[src/rtl/clock_countdown_pkg.sv]
// -----------------------------------------------------------------------------
// clock_countdown_pkg
// Shared types and constants for the clock_countdown reconfigurable slot.
//   state_e             : countdown FSM states (IDLE, RUN, HOLD, DONE)
//   DEFAULT_TICK_CYCLES : clock cycles per decrement step at default build
//   CNT_W               : width of the LED-style count bus
//   is_busy()           : true for the states in which the countdown is live
// -----------------------------------------------------------------------------
package clock_countdown_pkg;

   localparam int unsigned DEFAULT_TICK_CYCLES = 32'd62500000;
   localparam int unsigned CNT_W               = 32'd4;

   typedef enum logic [1:0] {
      IDLE = 2'd0,
      RUN  = 2'd1,
      HOLD = 2'd2,
      DONE = 2'd3
   } state_e;

   // RUN and HOLD both represent a countdown in progress (HOLD is just paused).
   function automatic logic is_busy(input state_e s);
      return (s == RUN) || (s == HOLD);
   endfunction

endpackage : clock_countdown_pkg

[src/rtl/clock_countdown_tick_prescaler.sv]
// -----------------------------------------------------------------------------
// tick_prescaler
// Divides the system clock down to one decrement tick every TICK_CYCLES
// enabled cycles. Disabled cycles leave the counter untouched.
// Ports:
//   clk  in  system clock, rising edge
//   rst  in  synchronous active-high reset
//   en   in  count enable for this cycle
//   clr  in  synchronous clear, overrides en; no tick while clearing
//   tick out one-cycle pulse on the enabled cycle where the count wraps
// -----------------------------------------------------------------------------
module tick_prescaler
   import clock_countdown_pkg::*;
#(
   parameter int unsigned TICK_CYCLES = DEFAULT_TICK_CYCLES
) (
   input  logic clk,
   input  logic rst,
   input  logic en,
   input  logic clr,
   output logic tick
);

   localparam int unsigned   PW   = $clog2(TICK_CYCLES);
   localparam logic [PW-1:0] LAST = PW'(TICK_CYCLES - 32'd1);

   logic [PW-1:0] cnt_q;
   logic [PW-1:0] cnt_d;
   logic          at_last;

   // Next prescaler value and the tick pulse; clear wins over counting.
   always_comb begin
      cnt_d   = cnt_q;
      at_last = (cnt_q == LAST);
      tick    = 1'b0;
      if (clr) begin
         cnt_d = '0;
      end else if (en) begin
         if (at_last) begin
            cnt_d = '0;
            tick  = 1'b1;
         end else begin
            cnt_d = cnt_q + PW'(1);
         end
      end else begin
         cnt_d = cnt_q;
      end
   end

   // Prescaler register with synchronous reset.
   always_ff @(posedge clk) begin
      if (rst) begin
         cnt_q <= '0;
      end else begin
         cnt_q <= cnt_d;
      end
   end

endmodule : tick_prescaler

[src/rtl/clock_countdown.sv]
// -----------------------------------------------------------------------------
// clock_countdown
// Loadable 4-bit countdown timer that shares the LED-style `out` bus with the
// free-running up-counter so both can occupy the same reconfigurable slot.
// A load captures load_val and starts counting down one step per
// TICK_CYCLES enabled cycles; reaching zero emits a one-cycle `done` pulse.
//
// Ports:
//   clk       in   system clock, rising edge
//   rst       in   synchronous active-high reset
//   en        in   run enable; low freezes prescaler and count (HOLD)
//   load      in   one-cycle strobe, captures load_val, highest after rst
//   load_val  in   [CNT_W] countdown start value
//   out       out  [CNT_W] current count, registered
//   busy      out  high while RUN or HOLD, registered
//   done      out  one-cycle expiry pulse, registered
//
// Build option: define CLOCK_COUNTDOWN_AUTO_RELOAD_EN to make expiry reload
// the last loaded value and keep running (periodic countdown). Default build
// halts at zero in DONE.
// -----------------------------------------------------------------------------
module clock_countdown
   import clock_countdown_pkg::*;
#(
   parameter int unsigned TICK_CYCLES = DEFAULT_TICK_CYCLES
) (
   input  logic             clk,
   input  logic             rst,
   input  logic             en,
   input  logic             load,
   input  logic [CNT_W-1:0] load_val,
   output logic [CNT_W-1:0] out,
   output logic             busy,
   output logic             done
);

`ifdef CLOCK_COUNTDOWN_AUTO_RELOAD_EN
   localparam bit AUTO_RELOAD = 1'b1;
`else
   localparam bit AUTO_RELOAD = 1'b0;
`endif

   state_e           state_q;
   state_e           state_d;
   logic [CNT_W-1:0] out_q;
   logic [CNT_W-1:0] out_d;
   logic [CNT_W-1:0] reload_q;
   logic [CNT_W-1:0] reload_d;
   logic             busy_q;
   logic             busy_d;
   logic             done_q;
   logic             done_d;

   logic             psc_en;
   logic             tick;

   // The prescaler only advances while a countdown is live; a load restarts
   // it from zero, which also discards any tick landing on the load cycle.
   assign psc_en = en && is_busy(state_q);

   tick_prescaler #(
      .TICK_CYCLES (TICK_CYCLES)
   ) u_prescaler (
      .clk  (clk),
      .rst  (rst),
      .en   (psc_en),
      .clr  (load),
      .tick (tick)
   );

   // Next-state, count, reload and output logic; load beats tick handling.
   always_comb begin
      state_d  = state_q;
      out_d    = out_q;
      reload_d = reload_q;
      done_d   = 1'b0;

      if (load) begin
         out_d    = load_val;
         reload_d = load_val;
         if (load_val != '0) begin
            state_d = RUN;
         end else begin
            state_d = DONE;
            done_d  = 1'b1;
         end
      end else begin
         case (state_q)
            IDLE: begin
               state_d = IDLE;
            end
            RUN, HOLD: begin
               if (!en) begin
                  state_d = HOLD;
               end else if (tick) begin
                  if (out_q > CNT_W'(1)) begin
                     out_d   = out_q - CNT_W'(1);
                     state_d = RUN;
                  end else begin
                     // Expiry: pulse done, then either restart or halt at 0.
                     done_d = 1'b1;
                     if (AUTO_RELOAD && (reload_q != '0)) begin
                        out_d   = reload_q;
                        state_d = RUN;
                     end else begin
                        out_d   = '0;
                        state_d = DONE;
                     end
                  end
               end else begin
                  state_d = RUN;
               end
            end
            DONE: begin
               out_d   = '0;
               state_d = DONE;
            end
            default: begin
               out_d   = '0;
               state_d = IDLE;
            end
         endcase
      end

      // busy is registered from the state being entered so it lines up with out.
      busy_d = is_busy(state_d);
   end

   // State and output registers with synchronous reset; reset never pulses done.
   always_ff @(posedge clk) begin
      if (rst) begin
         state_q  <= IDLE;
         out_q    <= '0;
         reload_q <= '0;
         busy_q   <= 1'b0;
         done_q   <= 1'b0;
      end else begin
         state_q  <= state_d;
         out_q    <= out_d;
         reload_q <= reload_d;
         busy_q   <= busy_d;
         done_q   <= done_d;
      end
   end

   assign out  = out_q;
   assign busy = busy_q;
   assign done = done_q;

endmodule : clock_countdown

[config.mk]
export PLATFORM = sky130hd
export DESIGN_NAME = clock_countdown
export DESIGN_NICKNAME = d
export VERILOG_FILES = /design/src/rtl/clock_countdown_pkg.sv /design/src/rtl/clock_countdown_tick_prescaler.sv /design/src/rtl/clock_countdown.sv
export SDC_FILE = /design/constraint.sdc
export NUM_CORES = 1
export LEC_CHECK = 0
export CAP_MARGIN = 20
export CORE_ASPECT_RATIO = 0.9
export CORE_MARGIN = 5
export CORE_UTILIZATION = 46
export DETAILED_ROUTE_END_ITERATION = 7
export PLACE_DENSITY = 0.69
export SLEW_MARGIN = 20
export SYNTH_ARGS = -nofsm -noshare
export SYNTH_HDL_FRONTEND = slang
export SYNTH_SLANG_ARGS = --single-unit
[constraint.sdc]
create_clock -name clk -period 5.1 [get_ports clk]
set_input_delay 1.02 -clock clk [delete_from_list [all_inputs] [get_ports clk]]
set_output_delay 1.02 -clock clk [all_outputs]
set_load 0.02 [all_outputs]
==> metrics.md <==
| Metric | Value |
|---|---|
| Status | `complete, no violations` |
| CP Capture Type | `flip-flop` |
| Syn Nets | `220` |
| Setup TNS | `0 ns` |
| Period utilisation layout | `a little over 60%` |
| Layout cells sized above 1 | `a little over 4%` |
| Slowest stage delay, CP | `0.59 ns` |
| DRC | `0` |
| Critical path peak fanout | `25` |
| Post-Place Cells | `between 200 and 300` |
| GR Util All Layers | `~16%` |
| Syn_area_per_cell | `8.202 um^2` |
| Sw Pwr | `approximately 120 uW` |
| Die Wd | `~74 um` |
| Yosys warns | `0` |
| Arr. time, crit path | `between 3 and 4 ns` |
| Post-route ant nets | `0` |
| Final WL | `around 3400 um` |
| Io pins | `14` |
| Post-Syn Instances | `~210` |
| Ant diodes | `0` |
| Slew HR | `26.02%` |
| Sequential power share | `a little over half` |
| Final global-route overflow total | `0` |
| Starting Density | `between 40% and 50%` |
| CP cell instances | `clkdlybuf4s50_1, nand4_1, or4_4, or2_1, nand2_1, nor2_1` |
| Slowest stage cell, crit path | `nand2_1` |
| Synth unique cells | `31` |
| Crit Path Class | `in2reg` |
| Area Overhead vs Synth | `14.44%` |
| Drt initial violations | `between 100 and 150` |
| Register area share after synthesis | `40.09%` |
| Sw Share | `~23%` |
| WP data required | `5.23 ns` |
| Drt first pass iters | `4` |
| Leading area contributor after synthesis | `dfxtp_1` |
| Comb pwr share | `9.0%` |
| Final setup fails | `0` |
| Crit path launch type | `primary input` |
| Max clock buf depth | `2` |
| Worst slew pin tran | `1.100 ns` |
| Power Total | `510.8 uW` |
| Fin. Hold Viols | `0` |
| VDD IR max | `between 0.15 and 0.2 mV` |
| Routability cong. | `0.7814` |
| Period minus WS final | `around 3.2 ns` |
| Hold Buf Count CTS | `0` |
| Synth top area share | `between 40% and 50%` |
| Cell area after synthesis | `1698 um^2` |
| Core ar. | `about 3700 um^2` |
| Share of flip-flops with an asynchronous set or reset | `0%` |
| Vias in the first global route | `between 1000 and 1500` |
| Clk pwr share | `between 30% and 40%` |
| Largest cells by area after synthesis | `dfxtp_1 (40%), xor2_1 (11%), nor2_1 (9.3%), nand4_1 (5.5%), nand3_1 (4.1%)` |
| Worst-path clk slew | `~0.060 ns` |
| Core Rows | `21` |
| Drt wl/cell | `~13 um` |
| Predominant post-synthesis flop cell | `dfxtp_1` |
| Clock tree sinks | `34` |
| Post-cts resize count | `0` |
| P_int | `just under 400 uW` |
| Pwr Density | `around 260 nW/um^2` |
| First-pass GRT wire length | `a little under 6000 um` |
| Die area | `5008 um^2` |
| Via density | `around 5.3` |
| Largest net degree at the start of global routing | `26` |
| Post-synth EDFFs | `0` |
| CTS buffer count | `5` |
| Root buffer cell | `clkbuf_8` |
| H-tree levels | `2` |
| Final max-slew violation count | `0` |
| Via count | `1397` |
| Final Core Density | `between 50% and 60%` |
| # Post-CTS Setup Buffers | `0` |
| CTS tree | `built` |
| Lkg Pwr | `0.0006864 uW` |
| DP Worst Slack | `about 1.6 ns` |
| Type of the worst min-delay path | `reg2reg` |
| Final cell count without fillers | `about 270` |
| Die height | `about 68 um` |
| Most frequent cells in the layout | `nor2_1 (42), dfxtp_1 (34), xor2_1 (22), nand4_1 (15), nand3_1 (14)` |
| Port bufs | `13` |
| Initial antenna violation count | `0` |
| Setup ws final | `just under 2 ns` |
| Insertion delay to the later sink of the worst-skew pair | `approximately 0.28 ns` |
| Worst Skew | `roughly 0.0066 ns` |
| Fmax | `314.5 MHz` |
| DP HPWL | `2510 um` |
| Fin nets | `234` |
| RSZ-0062 raised after global routing | `false` |
| Most common cell after layout, fill and taps aside | `nor2_1` |
| Max_cap viols | `0` |
| Synthesis-stage register bit count | `34` |
## sequential cells by signal, indices dropped and copies added, names as in the netlist
register / cells
out: 4
busy: 1
state_q: 2
u_prescaler.cnt_q: 26
done: 1
## critical path: cells and delay by family
family        cells  cell delay, ns
simple gates      5            1.69
buf+inv           1            0.58
## cells by family (layout without fill, tap and decap cells)
family | Yosys count | after routing | share of synthesized area (%)
AO/OA/AOI/OAI | 17 | 17 | 5.674
XOR/XNOR | 26 | 26 | 13.41
adder cells (fa/ha/maj) | 5 | 5 | 3.685
buffers and inverters | 11 | 24 | 2.579
flip-flops | 34 | 34 | 40.09
multiplexers | 2 | 2 | 1.179
AND/OR/NAND/NOR | 112 | 112 | 33.38
## synthesized netlist by cell type, types with 3 or more instances
| master | number |
|---|---|
| and3_1 | 7 |
| nor2_1 | 42 |
| clkbuf_1 | 4 |
| o21ai_0 | 5 |
| nand2_1 | 12 |
| xor2_1 | 22 |
| xnor2_1 | 4 |
| nand4_1 | 15 |
| nor4_1 | 5 |
| dfxtp_1 | 34 |
| and2_1 | 3 |
| ha_1 | 5 |
| nand3_1 | 14 |
| inv_1 | 5 |
| a21oi_1 | 7 |
| or3_1 | 3 |
## per-layer routing
| metal | vias up | GRT usage (%) | share of wire [%] |
|---|---|---|---|
| met2 | 18 | 23.34 | 43 |
| li1 | 749 | - | - |
| met4 | 0 | 4.751 | 1.4 |
| met3 | 4 | 6.250 | 3.4 |
| met5 | - | 0 | 0 |
| met1 | 626 | 21.01 | 52 |
## layout make-up
| class | count | area [um^2] |
|---|---|---|
| well taps | 46 | 57.56 |
| inverters | 5 | 18.77 |
| clock buffers | 6 | 82.58 |
| multi-input cells | 162 | 973.4 |
| flip-flops and latches | 34 | 680.7 |
| repair buffers | 13 | 130.1 |
| fillers | 354 | 1709 |
## power by group through the flow
| stage | logic, uW | clock network (uW) | registers [uW] |
|---|---|---|---|
| 5_1_grt | 51.6 | 209 | 274 |
| 6_report | 46.2 | 191 | 274 |
| 4_1_cts | 46.6 | 197 | 274 |
| 3_5_place_dp | 46.4 | 0 | 280 |
| 3_3_place_gp | 45.8 | 0 | 280 |
| 2_1_floorplan | 24.8 | 0 | 282 |
## metrics by stage
| step | hold WS (ns) | cell area (um^2) |
|---|---|---|
| after floorplan | 0.4716 | 1698 |
| after global placement | 0.4891 | 1861 |
| after detailed placement | 0.5075 | 1861 |
| after CTS | 0.5211 | 1943 |
| after global routing | 0.5742 | 1943 |
| final | 0.5189 | 1943 |
## worst paths after layout
| path | from | end | slack [ns] | cells past startpoint |
|---|---|---|---|---|
| hold / removal | u_prescaler.cnt_q[21]$_SDFFE_PP0P_ | u_prescaler.cnt_q[21]$_SDFFE_PP0P_ | 0.52 | 2 |
| setup reg to reg | state_q[0]$_SDFF_PP0_ | u_prescaler.cnt_q[10]$_SDFFE_PP0P_ | 2.44 | 7 |
| hold reg to reg | u_prescaler.cnt_q[21]$_SDFFE_PP0P_ | u_prescaler.cnt_q[21]$_SDFFE_PP0P_ | 0.52 | 2 |
| setup / recovery | en | u_prescaler.cnt_q[10]$_SDFFE_PP0P_ | 1.92 | 6 |
Power figures use the tool's default switching activity.
